**config.mk**
```make
export PLATFORM = sky130hd
export DESIGN_NAME = seq_addsub
export DESIGN_NICKNAME = d
export VERILOG_FILES = /design/src/rtl/seq_addsub.sv
export SDC_FILE = /design/constraint.sdc
export NUM_CORES = 1
export LEC_CHECK = 0
export BUFFER_PORTS_ARGS = -buffer_cell sky130_fd_sc_hd__buf_2
export CAP_MARGIN = 30
export CELL_PAD_IN_SITES_DETAIL_PLACEMENT = 1
export CELL_PAD_IN_SITES_GLOBAL_PLACEMENT = 2
export CORE_MARGIN = 4
export CORE_UTILIZATION = 30
export CTS_CLUSTER_DIAMETER = 30
export DETAILED_ROUTE_END_ITERATION = 8
export PLACE_DENSITY_LB_ADDON = 0.1
export SLEW_MARGIN = 20
export SYNTH_ARGS = -nofsm -noshare
export SYNTH_HDL_FRONTEND = slang
export SYNTH_SLANG_ARGS = --single-unit
```
**constraint.sdc**
```tcl
create_clock -name clk -period 1.64 [get_ports clk]
set_input_delay 0.328 -clock clk [delete_from_list [all_inputs] [get_ports clk]]
set_output_delay 0.328 -clock clk [all_outputs]
set_load 0.03 [all_outputs]
```
**src/rtl/seq_addsub.sv**
```systemverilog
// Multi-cycle two's-complement adder/subtractor, CHUNK bits per clock, LSB chunk first.
// Optional build macro: SEQ_ADDSUB_SATURATE_EN clamps sum to max pos / min neg on signed overflow.
module seq_addsub #(
    parameter int WIDTH = 8,
    parameter int CHUNK = 2
) (
    input  logic             clk,
    input  logic             reset,
    input  logic             start,
    input  logic             mode,
    input  logic [WIDTH-1:0] a,
    input  logic [WIDTH-1:0] b,
    output logic             busy,
    output logic             done,
    output logic [WIDTH-1:0] sum,
    output logic             cout,
    output logic             overflow
);

    localparam int N  = WIDTH / CHUNK;
    localparam int CW = (N > 1) ? $clog2(N) : 1;

    typedef enum logic {
        IDLE,
        RUN
    } state_t;

    state_t           state_q, state_d;
    logic [WIDTH-1:0] a_q, a_d;
    logic [WIDTH-1:0] b_q, b_d;
    logic [WIDTH-1:0] res_q, res_d;
    logic             carry_q, carry_d;
    logic [CW-1:0]    cnt_q, cnt_d;
    logic             a_msb_q, a_msb_d;
    logic             b_msb_q, b_msb_d;
    logic [WIDTH-1:0] sum_q, sum_d;
    logic             cout_q, cout_d;
    logic             ovf_q, ovf_d;
    logic             done_q, done_d;

    logic [CHUNK:0]   chunk_full;
    logic [WIDTH-1:0] res_next;
    logic             ovf_calc;
    logic [WIDTH-1:0] sat_val;

    always_comb begin
        chunk_full = {1'b0, a_q[CHUNK-1:0]} + {1'b0, b_q[CHUNK-1:0]}
                   + {{CHUNK{1'b0}}, carry_q};
        // New chunk enters from the MSB side; after N shifts the LSB chunk lands at bit 0.
        res_next   = (res_q >> CHUNK) | (WIDTH'(chunk_full[CHUNK-1:0]) << (WIDTH - CHUNK));
        ovf_calc   = (a_msb_q == b_msb_q) && (res_next[WIDTH-1] != a_msb_q);
        sat_val    = a_msb_q ? (WIDTH'(1) << (WIDTH - 1)) : ~(WIDTH'(1) << (WIDTH - 1));

        state_d = state_q;
        a_d     = a_q;
        b_d     = b_q;
        res_d   = res_q;
        carry_d = carry_q;
        cnt_d   = cnt_q;
        a_msb_d = a_msb_q;
        b_msb_d = b_msb_q;
        sum_d   = sum_q;
        cout_d  = cout_q;
        ovf_d   = ovf_q;
        done_d  = 1'b0;

        case (state_q)
            IDLE: begin
                if (start) begin
                    state_d = RUN;
                    a_d     = a;
                    b_d     = mode ? ~b : b;
                    carry_d = mode;
                    a_msb_d = a[WIDTH-1];
                    b_msb_d = mode ? ~b[WIDTH-1] : b[WIDTH-1];
                    res_d   = '0;
                    cnt_d   = '0;
                end
            end
            RUN: begin
                a_d     = a_q >> CHUNK;
                b_d     = b_q >> CHUNK;
                carry_d = chunk_full[CHUNK];
                res_d   = res_next;
                cnt_d   = cnt_q + CW'(1);
                if (cnt_q == CW'(N - 1)) begin
                    state_d = IDLE;
                    done_d  = 1'b1;
                    cout_d  = chunk_full[CHUNK];
                    ovf_d   = ovf_calc;
`ifdef SEQ_ADDSUB_SATURATE_EN
                    sum_d   = ovf_calc ? sat_val : res_next;
`else
                    sum_d   = res_next;
`endif
                end
            end
            default: state_d = IDLE;
        endcase
    end

    always_ff @(posedge clk) begin
        if (reset) begin
            state_q <= IDLE;
            a_q     <= '0;
            b_q     <= '0;
            res_q   <= '0;
            carry_q <= 1'b0;
            cnt_q   <= '0;
            a_msb_q <= 1'b0;
            b_msb_q <= 1'b0;
            sum_q   <= '0;
            cout_q  <= 1'b0;
            ovf_q   <= 1'b0;
            done_q  <= 1'b0;
        end else begin
            state_q <= state_d;
            a_q     <= a_d;
            b_q     <= b_d;
            res_q   <= res_d;
            carry_q <= carry_d;
            cnt_q   <= cnt_d;
            a_msb_q <= a_msb_d;
            b_msb_q <= b_msb_d;
            sum_q   <= sum_d;
            cout_q  <= cout_d;
            ovf_q   <= ovf_d;
            done_q  <= done_d;
        end
    end

`ifndef SEQ_ADDSUB_SATURATE_EN
    logic unused_sat;
    assign unused_sat = ^sat_val;
`endif

    assign busy     = (state_q == RUN);
    assign done     = done_q;
    assign sum      = sum_q;
    assign cout     = cout_q;
    assign overflow = ovf_q;

endmodule
```
## After elaboration in Yosys (flattened, before gate mapping)

Cells that the tools add are included.

- Bits in registers: 41
- Input bits: 20
- Output and inout bits: 12
- Logic and storage cells: 43

- Add/subtract/negate cells: 3
- Eq/ne operators: 4
- Multiplexer cells: 16
- Bitwise operators: 4
- Reductions and logical operators: 4

Operators by type and width:

| cell | count |
|---|---|
| case mux 8 bit (2 select lines) | 3 |
| 2-to-1 mux 8 bit | 4 |
| inverter 8 bit | 1 |
| bitwise OR 6 x 8 -> 8 bit | 1 |
| 2-to-1 mux 1 bit | 5 |
| case mux 1 bit (2 select lines) | 2 |
| case mux 2 bit (2 select lines) | 1 |
| AND reduction 2 bit | 2 |
| adder 2 x 2 -> 3 bit | 1 |
| adder 3 x 1 -> 3 bit | 1 |
| adder 2 x 1 -> 2 bit, second input constant | 1 |
| equality test 2 bit, second input constant | 1 |
| 2-to-1 mux 2 bit | 1 |
| inequality test 2 bit, second input constant | 1 |
| inverter 1 bit | 2 |
| OR reduction 2 bit | 1 |
| equality test 1 bit | 1 |
| logical AND 1 bit | 1 |
| inequality test 1 bit | 1 |

## Logic depth before layout (Yosys ltp)

Gate-level depths: netlist (run 1).

- Depth in word-level cells: 5
- Depth in mapped cells: 6

## Worst setup path before layout (run 1)

Ideal clock, no wire load.

- Path type: flip-flop to flip-flop
- Start: reg a_q[0]
- End: reg ovf_q (netlist: overflow)
- Library setup time: 91 ps
- Arrival time: 1643 ps
- Required time: 1549 ps
- Setup slack: -94 ps
- Cell stages (with the launch flop): 7
- Period minus slack after synthesis: 1734 ps
- Cells stage by stage: dfxtp_1 -> inv_1 -> fa_1 -> inv_1 -> fa_1 -> nand3b_1 -> a311oi_1

- Word-level cells in the longest chain between the ends: 5

Ends and longest elaborated chain:

| item | line | text |
|---|---|---|
| from (decl) | 29 | `logic [WIDTH-1:0] a_q, a_d;` |
| from (signal assigned) | 105 | `a_q <= '0;` |
| from (signal assigned) | 118 | `a_q <= a_d;` |
| adder 2 x 2 -> 3 bit | 47 | `chunk_full = {1'b0, a_q[CHUNK-1:0]} + {1'b0, b_q[CHUNK-1:0]}` |
| adder 3 x 1 -> 3 bit | 48 | `+ {{CHUNK{1'b0}}, carry_q};` |
| via chunk_full[1] | 41 | `logic [CHUNK:0] chunk_full;` |
| bitwise OR 6 x 8 -> 8 bit | 50 | `res_next = (res_q >> CHUNK) \| (WIDTH'(chunk_full[CHUNK-1:0]) << (WIDTH - CHUNK));` |
| inequality test 1 bit | 51 | `ovf_calc = (a_msb_q == b_msb_q) && (res_next[WIDTH-1] != a_msb_q);` |
| logical AND 1 bit | 51 |  |
| to (signal assigned) | 127 | `ovf_q <= ovf_d;` |
| to (decl) | 38 | `logic ovf_q, ovf_d;` |

The timed path passes the listed nets, and every way through them passes these cells.
A chain may end at the register's enable or synchronous reset.

## Worst setup path in the final report (run 1)

- Start: reg a_q[0]
- End: reg res_q[7]

- Word-level cells in the longest chain between the ends: 4

Ends and longest elaborated chain:

| item | line | text |
|---|---|---|
| adder 2 x 2 -> 3 bit | 47 |  |
| adder 3 x 1 -> 3 bit | 48 |  |
| via chunk_full[1] | 41 |  |
| bitwise OR 6 x 8 -> 8 bit | 50 |  |
| case mux 8 bit (2 select lines) | 67 | `case (state_q)` |
| to (signal assigned) | 120 | `res_q <= res_d;` |
| to (decl) | 31 | `logic [WIDTH-1:0] res_q, res_d;` |

The timed path passes the listed nets, and every way through them passes these cells.

==> impl_metrics.csv, run 1 <==
group,metric,value,unit
run_status,status,"complete, but fails checks",
run_status,failed_checks,"setup timing",
pwr,power.density,968,nW/um^2
place,post-place-ws,-191,ps
global_routing,antenna_found_initial,0,
synthesis,synth_top_area_frac,0.445,
synthesis,synth_area,1750,sq um
critical_path,critical_path_class,"flip-flop to flip-flop",
critical_path,critPathRequiredTime,1810,ps
floorplanning,core,5570,sq um
floorplanning,die_x,84.4,um
clock_network,cts_hold_buf,0,
min_path,min_path_type,"primary input to flip-flop",
floorplanning,ioPinCount,32,
cells_and_area,fillers,673,
cells_and_area,drive_gt1_frac,0.303,
global_routing,grt_remaining_overflow,0,
routing,detail_route.iter0.violations,21,
routing,vias,1379,
clock_network,cts_buffers,5,
synthesis,ys_ff_latch,39,
synthesis,yosys.area.top_type,"dfxtp_1",
synthesis,synth_cell_types,27,
timing,tns,-479,ps
critical_path,crit_chain,"inv_2, fa_1, inv_1, fa_1, buf_4, buf_6, a21oi_2, nor2_1",
pwr,peakVddDrop,0.000390,V
critical_path,path_max_fanout,3,
synthesis,ys_seq_area_frac,0.445,
cells_and_area,num_antenna_cells,0,
critical_path,slowest_delay,430,ps
place,numPortBuffers,31,
critical_path,end_kind,"flip-flop",
timing,worst_pin_slew,468,ps
critical_path,cp_slowest_cell,"fa_1",
routing,ant_nets,0,
cells_and_area,nets,243,
timing,slew_headroom,0.688,
timing,period_share,1.10,
synthesis,synth_cells,188,
critical_path,start_kind,"flip-flop",
floorplanning,core.rowCount,27,
clock_network,htree_levels,2,
critical_path,crit_arrival,1980,ps
cells_and_area,fin_area,2090,sq um
timing,period_needed,1810,ps
global_routing,grt_max_degree,41,
routing,vias_per_cell,4.71,
routing,wl_per_cell,13.2,um
place,place_hpwl,2800,um
floorplanning,die_y,84.4,um
synthesis,syn_nets,211,
critical_path,crit_family,"adder cells",
critical_path,worst-path-buf-inv,4,
clock_network,clkSinkCount,39,
place,gp_congestion,0.692,
clock_network,root_buffer,"clkbuf_8",
timing,final_hold_viol_count,0,
global_routing,grt_pass1_wl,6560,um
critical_path,crit_top_cell,"fa_1",
clock_network,clockBufferDepth,2,
clock_network,cts_tree,"built",
routing,drc,0,
timing,drv_slew,0,
timing,worst_slack,-169,ps
job,max_cap_viol_count,0,
clock_network,cts.reportedPaths.clkPinSlew,70,ps
clock_network,clkLatencyLatePin,290,ps
cells_and_area,synthToLayoutAreaGrowth,19.1,%
synthesis,synth_area_leaders,"dfxtp_1 45%, nor2_1 6.9%, mux2i_1 6.3%",
floorplanning,start_util,0.314,
global_routing,gr-usage-all-layers,0.116,
floorplanning,die_area,7130,sq um
global_routing,grt_pass1_vias,1441,
pwr,p_leak,0.860,nW
timing,finalSetupViolCount,3,
pwr,fin_total_pwr,0.00202,W
routing,firstDrtPassIters,3,
synthesis,avgSynthCellArea,9.32,sq um
synthesis,yosysWarnings,0,
timing,clock-skew-final,4.65,ps
place,place_area,1970,sq um
timing,rsz0062_at_grt,"yes",
timing,fmax,553,MHz
routing,routed_wl,3880,um
## power by group
part	switching (W)	total, W	internal, W
clock	0.000322	0.000706	0.000384
sequential	0.0000264	0.00102	0.000991
combinational	0.000147	0.000297	0.000150
total	0.000496	0.00202	0.00152
## per-layer routing
| layer | global-route usage | up-vias | wire [um] |
|---|---|---|---|
| li1 | - | 683 | - |
| met1 | 0.121 | 667 | 1590 |
| met2 | 0.216 | 25 | 2050 |
| met3 | 0.0373 | 4 | 166 |
| met4 | 0.0432 | 0 | 65 |
| met5 | 0 | - | 0 |
## cells by family after synthesis
group | share of synthesized area
DFF | 0.445
AOI/OAI and AO/OA | 0.128
muxes | 0.112
and+or+nand+nor | 0.178
buffers and inverters | 0.0664
xor gates and xnor gates | 0.0400
adders and majority gates | 0.0300
## cell usage in the layout, fill, tap and decap left out, types with 2 or more instances in the layout
| master | synthesis | routed |
|---|---|---|
| dfxtp_1 | 39 | 37 |
| nor2_1 | 32 | 32 |
| buf_2 | 6 | 31 |
| nand2_1 | 23 | 23 |
| a21oi_1 | 16 | 15 |
| mux2i_1 | 11 | 11 |
| xnor2_1 | 8 | 8 |
| a21oi_2 | 6 | 7 |
| clkbuf_8 | 0 | 7 |
| a211o_1 | 6 | 6 |
| buf_4 | 1 | 6 |
| inv_1 | 6 | 5 |
| mux2_2 | 5 | 5 |
| nor3b_1 | 4 | 4 |
| a211oi_1 | 4 | 4 |
| nor3b_2 | 3 | 3 |
| mux2_4 | 2 | 2 |
| fa_1 | 2 | 2 |
| dfxtp_2 | 0 | 2 |
## Yosys cell counts
master and instances:
clkbuf_1 1, nor2_1 32, mux2i_1 11, inv_1 6
dfxtp_1 39, ha_1 1, mux2_4 2, nor3b_2 3
a211oi_1 4, buf_1 2, buf_6 4, a311oi_1 1
buf_2 6, or2_1 1, or3b_1 1, mux2_2 5
a21oi_1 16, nand3b_1 1, nor3b_1 4, nand2_1 23
fa_1 2, a211o_1 6, buf_4 1, and2_1 1
xnor2_1 8, and2b_4 1, a21oi_2 6
## flip-flops by register name, indices dropped and copies added (netlist names)
name,flops
a_q,8
b_q,8
sum,8
res_q,6
cnt_q,2
a_msb_q,1
b_msb_q,1
busy,1
carry_q,1
cout,1
done,1
overflow,1
## repair_timing
item | in CTS | in global routing
resized for setup | 2 | 3
setup endpoints to repair | 3 | 3
pin swaps | 1 | 1
setup buffers | 0 | 1
## path summary, 6_finish.rpt
path           from       end  slack, ps  cells past startpoint
max          a_q[0]  res_q[7]       -170                      8
min            a[6]    a_q[6]        310                      3
max reg2reg  a_q[0]  res_q[7]       -170                      8
min reg2reg  sum[2]    sum[2]        450                      2
## worst reg2reg max path: stages (launching register included)
cell and delay (ps):
dfxtp_2 330, inv_2 40, fa_1 410, inv_1 80
fa_1 430, buf_4 150, buf_6 100, a21oi_2 100
nor2_1 40
## cell type report
type | instances | area, sq um | share of cell area
inverters | 6 | 22.5 | 0.0108
flip-flops and latches | 39 | 783 | 0.375
clock buffers | 8 | 100 | 0.0480
multi-input cells | 129 | 860 | 0.412
repair buffers | 39 | 231 | 0.111
well taps | 72 | 90.1 | 0.0432
## per-stage QoR
stage / std cells / hold WS [ps] / utilization
after floorplan: 188 / 427 / -
after global placement: 284 / 438 / 0.353
after detailed placement: 284 / 446 / 0.353
after CTS: 292 / 299 / 0.372
after global routing: 293 / 301 / 0.374
final: 293 / 305 / 0.374
Power figures use the tool's default switching activity.
==> run 2: changes to the inputs <==
--- a/config.mk
+++ b/config.mk
@@ -9,10 +9,12 @@
 export CAP_MARGIN = 30
 export CELL_PAD_IN_SITES_DETAIL_PLACEMENT = 1
 export CELL_PAD_IN_SITES_GLOBAL_PLACEMENT = 2
+export CORE_ASPECT_RATIO = 2
 export CORE_MARGIN = 4
 export CORE_UTILIZATION = 30
 export CTS_CLUSTER_DIAMETER = 30
 export DETAILED_ROUTE_END_ITERATION = 8
+export GPL_ROUTABILITY_DRIVEN = 0
 export PLACE_DENSITY_LB_ADDON = 0.1
 export SLEW_MARGIN = 20
 export SYNTH_ARGS = -nofsm -noshare
==> run 2 against run 1 <==
Compared with the run above: the run still ends with setup timing left; core utilization is 0.21 points higher; clock power rose by 77%; clock-buffer cell count is 3 lower; largest power group is now the clock network; non-clock buffer count shrank 4; via count fell by 2.4%; combinational power decreased by 3%; sequential power barely moved; wire length grew 2.0%; sequential share of layout area shrank 1.1 points; clock skew grew 1.1 ps; die area up 1.0%; highest routed layer unchanged; first-iteration DRC count increased by 48%.
==> impl_metrics.csv, run 2 (synthesis gave the netlist of run 1 again) <==
group,metric,value,unit
clock_network,htree_levels,2,
global_routing,grtUsageMet3,0.0310,
global_routing,grt_pass1_vias,1382,
critical_path,path_max_fanout,3,
global_routing,antenna_found_initial,0,
min_path,hold_end,"a_q[6]",
timing,worst_pin_slew,454,ps
timing,finalSetupViolCount,3,
timing,rsz0062_at_grt,"yes",
timing,period_share,1.12,
cells_and_area,fillers,681,
timing,worst_slack,-190,ps
floorplanning,core.rowCount,39,
critical_path,critPathRequiredTime,1830,ps
clock_network,cts_tree,"built",
min_path,min_path_type,"primary input to flip-flop",
global_routing,grt_busiest_layer,"met2",
routing,vias_per_cell,4.84,
place,place_hpwl,2800,um
timing,fmax,546,MHz
clock_network,root_buffer,"clkbuf_16",
floorplanning,ioPinCount,32,
cells_and_area,num_antenna_cells,0,
critical_path,crit_arrival,2020,ps
pwr,power.density,1190,nW/um^2
global_routing,grt_remaining_overflow,0,
cells_and_area,synthToLayoutAreaGrowth,22.6,%
job,max_cap_viol_count,0,
min_path,min_path_cells,3,
critical_path,worst-r2r-cell-count,6,
timing,slew_headroom,0.697,
cells_and_area,nets,239,
cells_and_area,drive_gt1_frac,0.318,
critical_path,critical_path_class,"flip-flop to flip-flop",
pwr,p_leak,0.881,nW
routing,vias,1346,
floorplanning,die_area,7200,sq um
pwr,peakVddDrop,0.000642,V
clock_network,clkSinkCount,39,
clock_network,clockBufferDepth,2,
critical_path,timing.rr.start,"a_q[0]",
run_status,failed_checks,"setup timing",
clock_network,cts.reportedPaths.clkPinSlew,60,ps
global_routing,gr-usage-all-layers,0.125,
cells_and_area,fin_util,0.377,
routing,ant_nets,0,
cells_and_area,final_common_cell,"dfxtp_1",
routing,wl_per_cell,14.2,um
critical_path,rrSetupSlack,-190,ps
critical_path,end_kind,"flip-flop",
global_routing,grt_util_met1,0.132,
place,numPortBuffers,31,
global_routing,grt_pass1_wl,6660,um
critical_path,start_kind,"flip-flop",
clock_network,clkLatencyLatePin,280,ps
routing,detail_route.iter0.violations,31,
timing,clock-skew-final,5.80,ps
critical_path,rr_endpoint,"overflow",
place,post-place-ws,-228,ps
timing,tns,-258,ps
routing,firstDrtPassIters,3,
timing,final_hold_viol_count,0,
min_path,worstHoldStart,"a[6]",
clock_network,cts_buffers,5,
run_status,status,"complete, but fails checks",
timing,drv_slew,0,
floorplanning,die_x,62.1,um
floorplanning,core,5710,sq um
cells_and_area,final_cell_mix,"37 x dfxtp_1, 32 x nor2_1, 31 x buf_2",
timing,period_needed,1830,ps
routing,drc,0,
routing,routed_wl,3950,um
floorplanning,start_util,0.307,
floorplanning,die_y,116,um
global_routing,grt_use_met2,0.223,
global_routing,grt_max_degree,41,
[run 2: changes by cell type in the layout (fill, tap and decap cells not counted), sizes merged]
cell	before	now
bufinv	0	2
clkbuf	8	5
buf	39	35
clkinvlp	0	1
[run 2: where the power goes]
part           switching (W)  internal, W
Sequential         0.0000281     0.000992
Clock               0.000380     0.000871
Combinational       0.000149     0.000140
[run 2: final cells by class]
class	count	area [sq um]	share of cell area
timing repair buffer	35	210	0.0978
sequential	39	783	0.364
multi-input combinational	129	865	0.402
clock inverter	3	67.6	0.0314
tap	61	76.3	0.0355
clock buffer	5	125	0.0582
inverter	6	22.5	0.0105
[run 2: timing repair]
item                                   in CTS  in global routing
pin swaps                                   2                  2
buffers inserted                            1                  0
resized for setup                           8                  2
setup endpoints to repair                   3                  3
hold buffers                                0                  0
endpoints found under the hold margin       0                  0
[run 2: worst max-delay path by stage]
stage / startpoint / to / slack (ps) / depth (start not counted)
detailed placement: a_q[0] / overflow / -230 / 6
global route: a_q[0] / overflow / -260 / 6
CTS: a_q[0] / overflow / -210 / 6
finish: a_q[0] / overflow / -190 / 6
global placement: a_q[0] / overflow / -110 / 6
floorplan: a_q[0] / overflow / -90 / 6
[run 2: metal layers]
layer	share of wire	wire length, um	vias to the layer above
li1	-	-	676
met2	0.55	2190	27
met4	0.016	63	0
met3	0.048	189	5
met5	0	0	-
met1	0.38	1510	638
[run 2: worst max-delay path, cell delays in order, from the launching register on]
cell      delay, ps
dfxtp_2         320
inv_2            60
fa_2            200
inv_2            40
fa_1            510
or3b_1          350
a311oi_1        260
[run 2: per-stage QoR]
stage / hold slack [ps] / cell area (sq um) / cells / total power, W
global placement: 443 / 1950 / 270 / 0.00132
detailed placement: 448 / 1950 / 270 / 0.00133
finish: 287 / 2150 / 278 / 0.00256
global route: 318 / 2150 / 278 / 0.00268
floorplan: 427 / 1750 / 188 / 0.00125
CTS: 285 / 2160 / 279 / 0.00262
